<file path="src/rtl/icap_reboot_pkg.sv">
// Shared types and ICAPE2 command words for the warm-reboot scheduler.
package icap_reboot_pkg;

  typedef enum logic [1:0] {IDLE, ARM, SEND, HALT} state_t;

  localparam int unsigned ADDR_W = 24;

  localparam logic [31:0] ICAP_DUMMY     = 32'hFFFF_FFFF;
  localparam logic [31:0] ICAP_SYNC      = 32'hAA99_5566;
  localparam logic [31:0] ICAP_NOP       = 32'h2000_0000;
  localparam logic [31:0] ICAP_WR_WBSTAR = 32'h3002_0001;
  localparam logic [31:0] ICAP_WR_CMD    = 32'h3000_8001;
  localparam logic [31:0] ICAP_CMD_IPROG = 32'h0000_000F;

  typedef struct packed {
    logic        ce;
    logic        we;
    logic [31:0] data;
  } icap_word_t;

  // Dummy, sync, NOP, WBSTAR cmd, WBSTAR value, CMD cmd, IPROG, then trailing NOPs.
  function automatic int unsigned seq_len(input int unsigned trail_nops);
    return 32'd7 + trail_nops;
  endfunction

endpackage

</file>
<file path="src/rtl/icap_seq_rom.sv">
// Combinational IPROG word table; inserts the latched WBSTAR address at word 4.
module icap_seq_rom
  import icap_reboot_pkg::*;
#(
  parameter int unsigned IDX_W = 4
) (
  input  logic [IDX_W-1:0]  idx,
  input  logic [ADDR_W-1:0] addr,
  output icap_word_t        word
);

  always_comb begin
    word.ce   = 1'b1;
    word.we   = 1'b1;
    word.data = ICAP_NOP;
    case (idx)
      IDX_W'(0): begin
        word.ce   = 1'b0;
        word.we   = 1'b0;
        word.data = ICAP_DUMMY;
      end
      IDX_W'(1): word.data = ICAP_SYNC;
      IDX_W'(2): word.data = ICAP_NOP;
      IDX_W'(3): word.data = ICAP_WR_WBSTAR;
      IDX_W'(4): word.data = {8'h00, addr};
      IDX_W'(5): word.data = ICAP_WR_CMD;
      IDX_W'(6): word.data = ICAP_CMD_IPROG;
      default:   word.data = ICAP_NOP;
    endcase
  end

endmodule

</file>
<file path="src/rtl/icap_reboot_sched.sv">
// Fixed-priority warm-reboot scheduler: arbitrate, arm (abortable), emit IPROG, lock out.
module icap_reboot_sched
  import icap_reboot_pkg::*;
#(
  parameter int unsigned                NUM_REQ    = 2,
  parameter int unsigned                NUM_SLOTS  = 4,
  parameter int unsigned                SLOT_W     = 2,
  parameter logic [NUM_SLOTS*24-1:0]    SLOT_BASE  = {24'h000300, 24'h000200, 24'h000100, 24'h000000},
  parameter int unsigned                ARM_CYCLES = 16,
  parameter int unsigned                TRAIL_NOPS = 8
) (
  input  logic                      clk,
  input  logic                      rst,
  input  logic [NUM_REQ-1:0]        req,
  input  logic [NUM_REQ*SLOT_W-1:0] req_slot,
  output logic [NUM_REQ-1:0]        grant,
  input  logic                      abort,
  output logic                      busy,
  output logic                      armed,
  output logic                      err_slot,
  output logic                      icap_ce,
  output logic                      icap_we,
  output logic [31:0]               icap_data
);

  localparam int unsigned SEQ_LEN = seq_len(TRAIL_NOPS);
  localparam int unsigned IDX_W   = $clog2(SEQ_LEN + 1);
  localparam int unsigned CNT_W   = (ARM_CYCLES > 1) ? $clog2(ARM_CYCLES) : 1;

  state_t              state;
  logic                pend;
  logic [SLOT_W-1:0]   slot_q;
  logic [ADDR_W-1:0]   addr_q;
  logic [CNT_W-1:0]    arm_cnt;
  logic [IDX_W-1:0]    idx;

  logic                req_any;
  logic [NUM_REQ-1:0]  req_onehot;
  logic [SLOT_W-1:0]   req_slot_sel;
  logic                slot_bad;
  logic [ADDR_W-1:0]   slot_addr;
  icap_word_t          word;

  // Lowest set index wins; scanning downward lets the lowest overwrite.
  always_comb begin
    req_onehot   = '0;
    req_slot_sel = '0;
    for (int i = int'(NUM_REQ) - 1; i >= 0; i--) begin
      if (req[i]) begin
        req_onehot    = '0;
        req_onehot[i] = 1'b1;
        req_slot_sel  = req_slot[SLOT_W*i +: SLOT_W];
      end
    end
  end

  assign req_any  = |req;
  assign slot_bad = 32'(slot_q) >= NUM_SLOTS;

  always_comb begin
    slot_addr = '0;
    for (int s = 0; s < int'(NUM_SLOTS); s++) begin
      if (32'(slot_q) == 32'(s)) slot_addr = SLOT_BASE[24*s +: 24];
    end
  end

  icap_seq_rom #(.IDX_W(IDX_W)) u_rom (
    .idx  (idx),
    .addr (addr_q),
    .word (word)
  );

  // The grant cycle is spent in IDLE with pend set, so slot checking lands on the next edge.
  always_ff @(posedge clk or posedge rst) begin
    if (rst) begin
      state     <= IDLE;
      pend      <= 1'b0;
      slot_q    <= '0;
      addr_q    <= '0;
      arm_cnt   <= '0;
      idx       <= '0;
      grant     <= '0;
      busy      <= 1'b0;
      armed     <= 1'b0;
      err_slot  <= 1'b0;
      icap_ce   <= 1'b0;
      icap_we   <= 1'b0;
      icap_data <= ICAP_DUMMY;
    end else begin
      grant     <= '0;
      err_slot  <= 1'b0;
      icap_ce   <= 1'b0;
      icap_we   <= 1'b0;
      icap_data <= ICAP_DUMMY;
      case (state)
        IDLE: begin
          if (pend) begin
            pend <= 1'b0;
            if (slot_bad) begin
              err_slot <= 1'b1;
            end else begin
              addr_q <= slot_addr;
              busy   <= 1'b1;
              if (ARM_CYCLES == 0) begin
                state <= SEND;
                idx   <= '0;
              end else begin
                state   <= ARM;
                armed   <= 1'b1;
                arm_cnt <= CNT_W'(ARM_CYCLES - 1);
              end
            end
          end else if (req_any) begin
            grant  <= req_onehot;
            slot_q <= req_slot_sel;
            pend   <= 1'b1;
          end
        end
        ARM: begin
          if (abort) begin
            state <= IDLE;
            armed <= 1'b0;
            busy  <= 1'b0;
          end else if (arm_cnt == '0) begin
            state <= SEND;
            armed <= 1'b0;
            idx   <= '0;
          end else begin
            arm_cnt <= arm_cnt - CNT_W'(1);
          end
        end
        SEND: begin
          icap_ce   <= word.ce;
          icap_we   <= word.we;
          icap_data <= word.data;
          if (idx == IDX_W'(SEQ_LEN - 1)) state <= HALT;
          else                            idx   <= idx + IDX_W'(1);
        end
        HALT: begin
          busy <= 1'b1;
        end
        default: state <= IDLE;
      endcase
    end
  end

endmodule

</file>
<file path="config.mk">
export PLATFORM = sky130hd
export DESIGN_NAME = icap_reboot_sched
export DESIGN_NICKNAME = d
export VERILOG_FILES = /design/src/rtl/icap_reboot_pkg.sv /design/src/rtl/icap_seq_rom.sv /design/src/rtl/icap_reboot_sched.sv
export SDC_FILE = /design/constraint.sdc
export NUM_CORES = 1
export LEC_CHECK = 0
export CAP_MARGIN = 40
export CORE_MARGIN = 2
export CORE_UTILIZATION = 48
export DETAILED_ROUTE_END_ITERATION = 6
export PLACE_DENSITY_LB_ADDON = 0.15
export SETUP_SLACK_MARGIN = 0.5
export SLEW_MARGIN = 5
export SYNTH_ARGS = -nofsm -noshare
export SYNTH_HDL_FRONTEND = slang
export SYNTH_HIERARCHICAL = 1
export SYNTH_SLANG_ARGS = --single-unit
</file>
<file path="constraint.sdc">
create_clock -name clk -period 2.9 [get_ports clk]
set_input_delay 0.58 -clock clk [delete_from_list [all_inputs] [get_ports clk]]
set_output_delay 0.58 -clock clk [all_outputs]
set_load 0.05 [all_outputs]
</file>
==> impl_metrics.yaml <==
timing:
  final-hold-violation-count: 0
  period_needed_ns: 2.21
  final.period_utilization: 0.761
  skew_ns: 0.0112
  worstMarginPinSlew_ns: 0.801
  finalSetupTns_ns: 0
  setup_violations: 0
  slew_headroom: 0.466
  hold_slack_ns: 0.509
  slew_viol_final: 0
  fmax_ghz: 0.453
  rsz0062_at_grt: "false"
pwr:
  leakage_uw: 0.00133
  p_total_uw: 1230
  pwr_density_cell_mw_per_mm2: 373
  ir_drop_uv: 178
cts:
  cts_buffers: 5
  htreeDepth: 2
  cts-hold-fix-buffers: 0
  cts_num_sinks: 53
  clock_latency_ns: 0.30
  post_cts_resized: 0
  clockRootBuffer: "clkbuf_8"
  cts_setup_buffers: 0
  tritoncts: "yes"
  clk_path_buf_depth: 2
  clkSlewWorstSetupHoldPaths_ns: 0.10
drt:
  final_antenna_net_count: 0
  drc: 0
  routed.top_layer: "met4"
  drt_pass1_iterations: 4
  drtIter0Drc: 88
  vias_per_cell: 4.68
  wl_met1_um: 2220
  met2WireLength_um: 1980
  post_drt_wl_per_cell_um: 11.3
  num_vias: 1836
  drt-total-wl_um: 4440
  dr_wl_met3_um: 179
outcome:
  status: "finished, final reports clean"
logic_synthesis:
  synth-seq-cells: 53
  yosysSeqAreaShare: 0.516
  ys.flop_type: "dfstp_2"
  synth_area_per_cell_um2: 10.2
  ys_warn_count: 6
  netlist_instances: 260
  synth_area_mm2: 0.00265
  async_flop_share: 1.00
  synth_edf_count: 0
  ys_types: 46
worst_setup_path:
  cp_num_buf_inv: 1
  worst_setup_path_end_kind: "output pin"
  worstPathRequired_ns: 2.32
  worstPathArrival_ns: 1.63
  slowest_stage: "clkdlybuf4s50_1"
  critical_path_class: "reg2out"
  start_kind: "register"
  cp_max_fo: 1
  crit_chain: "clkdlybuf4s50_1"
  max_stage_delay_ns: 0.80
  crit_family: "buffers and inverters"
worst_hold_path:
  worstHoldPathType: "reg2reg"
global_route:
  antenna_found_initial: 0
  grt_pass1_vias: 1659
  grt_overflow_total: 0
  grt_pass1_wl_um: 7550
  track_usage: 0.154
  grt_max_degree: 29
run:
  drv_cap: 0
layout:
  syn_to_final_growth_pct: 24.3
  final_cell_mix: "nand2b_1, clkdlybuf4s50_1, dfstp_2, a21oi_1, conb_1"
  antenna_cells: 0
  fillers: 461
  drive_gt1_frac: 0.178
  final_core_util: 0.609
  layout.nets: 336
die:
  die_x_um: 78.3
  design.core.area_mm2: 0.00541
  dieArea_mm2: 0.00613
  num_rows: 27
  io_pins: 48
  start_util: 0.490
  die_height_um: 78.3
placed_design:
  place_hpwl_um: 3130
  gp_congestion: 0.771
  io_buffers: 46
[worst reg2reg max path, stage by stage (launching register included)]
cell and delay [ns]:
dfrtp_1 0.41, inv_1 0.13, ha_1 0.26, nor2b_1 0.51
o21ai_0 0.22, nand2_1 0.11, o21ai_0 0.08
[final timing paths]
check                                    from             to  cells past startpoint  slack [ns]
worst max-delay path            icap_data[12]  icap_data[12]                      1        0.69
worst min-delay path                slot_q[0]      slot_q[0]                      2        0.51
worst max register to register       state[1]      slot_q[0]                      6        1.06
worst min register to register      slot_q[0]      slot_q[0]                      2        0.51
max in group asynchronous                 rst   icap_data[6]                      3        1.56
min in group asynchronous                 rst       state[1]                      2        0.65
[area by class of cell]
class | instances | area [um2] | share of cell area
Sequential cell | 53 | 1370 | 0.415
Multi-Input combinational cell | 191 | 1170 | 0.356
Timing Repair Buffer | 51 | 498 | 0.151
Clock buffer | 7 | 96.3 | 0.0293
Tap cell | 72 | 90.1 | 0.0274
Inverter | 17 | 63.8 | 0.0194
Clock inverter | 1 | 5.00 | 0.00152
[report_power, final]
group          switching [uW]  internal (uW)
registers               0.499            742
logic                    26.9           14.1
clock network             229            216
[synth_stat cells, drive strengths merged (3+ instances only)]
cell	n	area (um2)
o21ai	12	71.3
a21oi	26	134
nor3	4	20.0
nand3b	3	22.5
dfstp	32	841
nor2b	7	43.8
inv	17	63.8
nand2b	46	288
nor2	12	52.6
clkbuf	8	30.0
dfrtp	21	526
nand2	13	48.8
buf	13	98.8
and2	4	25.0
ha	8	100
[kinds of logic after synthesis]
group / after synthesis / share of synthesized area
simple gates: 100 / 0.221
compound gates: 54 / 0.128
flops: 53 / 0.516
buf+inv: 38 / 0.0727
fa+ha+maj: 8 / 0.0378
mux: 4 / 0.0161
xor+xnor: 2 / 0.00661
other cells: 1 / 0.00142
[sequential cells by signal (all words and copies together), names as in the netlist]
name and flops:
icap_data 32, arm_cnt 4, idx 4, addr_q 2, grant 2, slot_q 2, state 2, armed 1
busy 1, icap_ce 1, icap_we 1, pend 1
[metal layers]
| metal | vias up | GRT usage |
|---|---|---|
| met4 | 0 | 0.0526 |
| met1 | 852 | 0.219 |
| met5 | - | 0 |
| li1 | 938 | - |
| met3 | 5 | 0.0333 |
| met2 | 41 | 0.234 |
[per-stage QoR]
stage / worst slack [ns] / instances / area, um2
after floorplan: 1.09 / 282 / 2730
after global placement: 1.02 / 384 / 3190
after detailed placement: 0.952 / 384 / 3190
after CTS: 0.678 / 392 / 3290
after global routing: 0.651 / 392 / 3290
final: 0.693 / 392 / 3290
(Power assumes the default switching activity.)
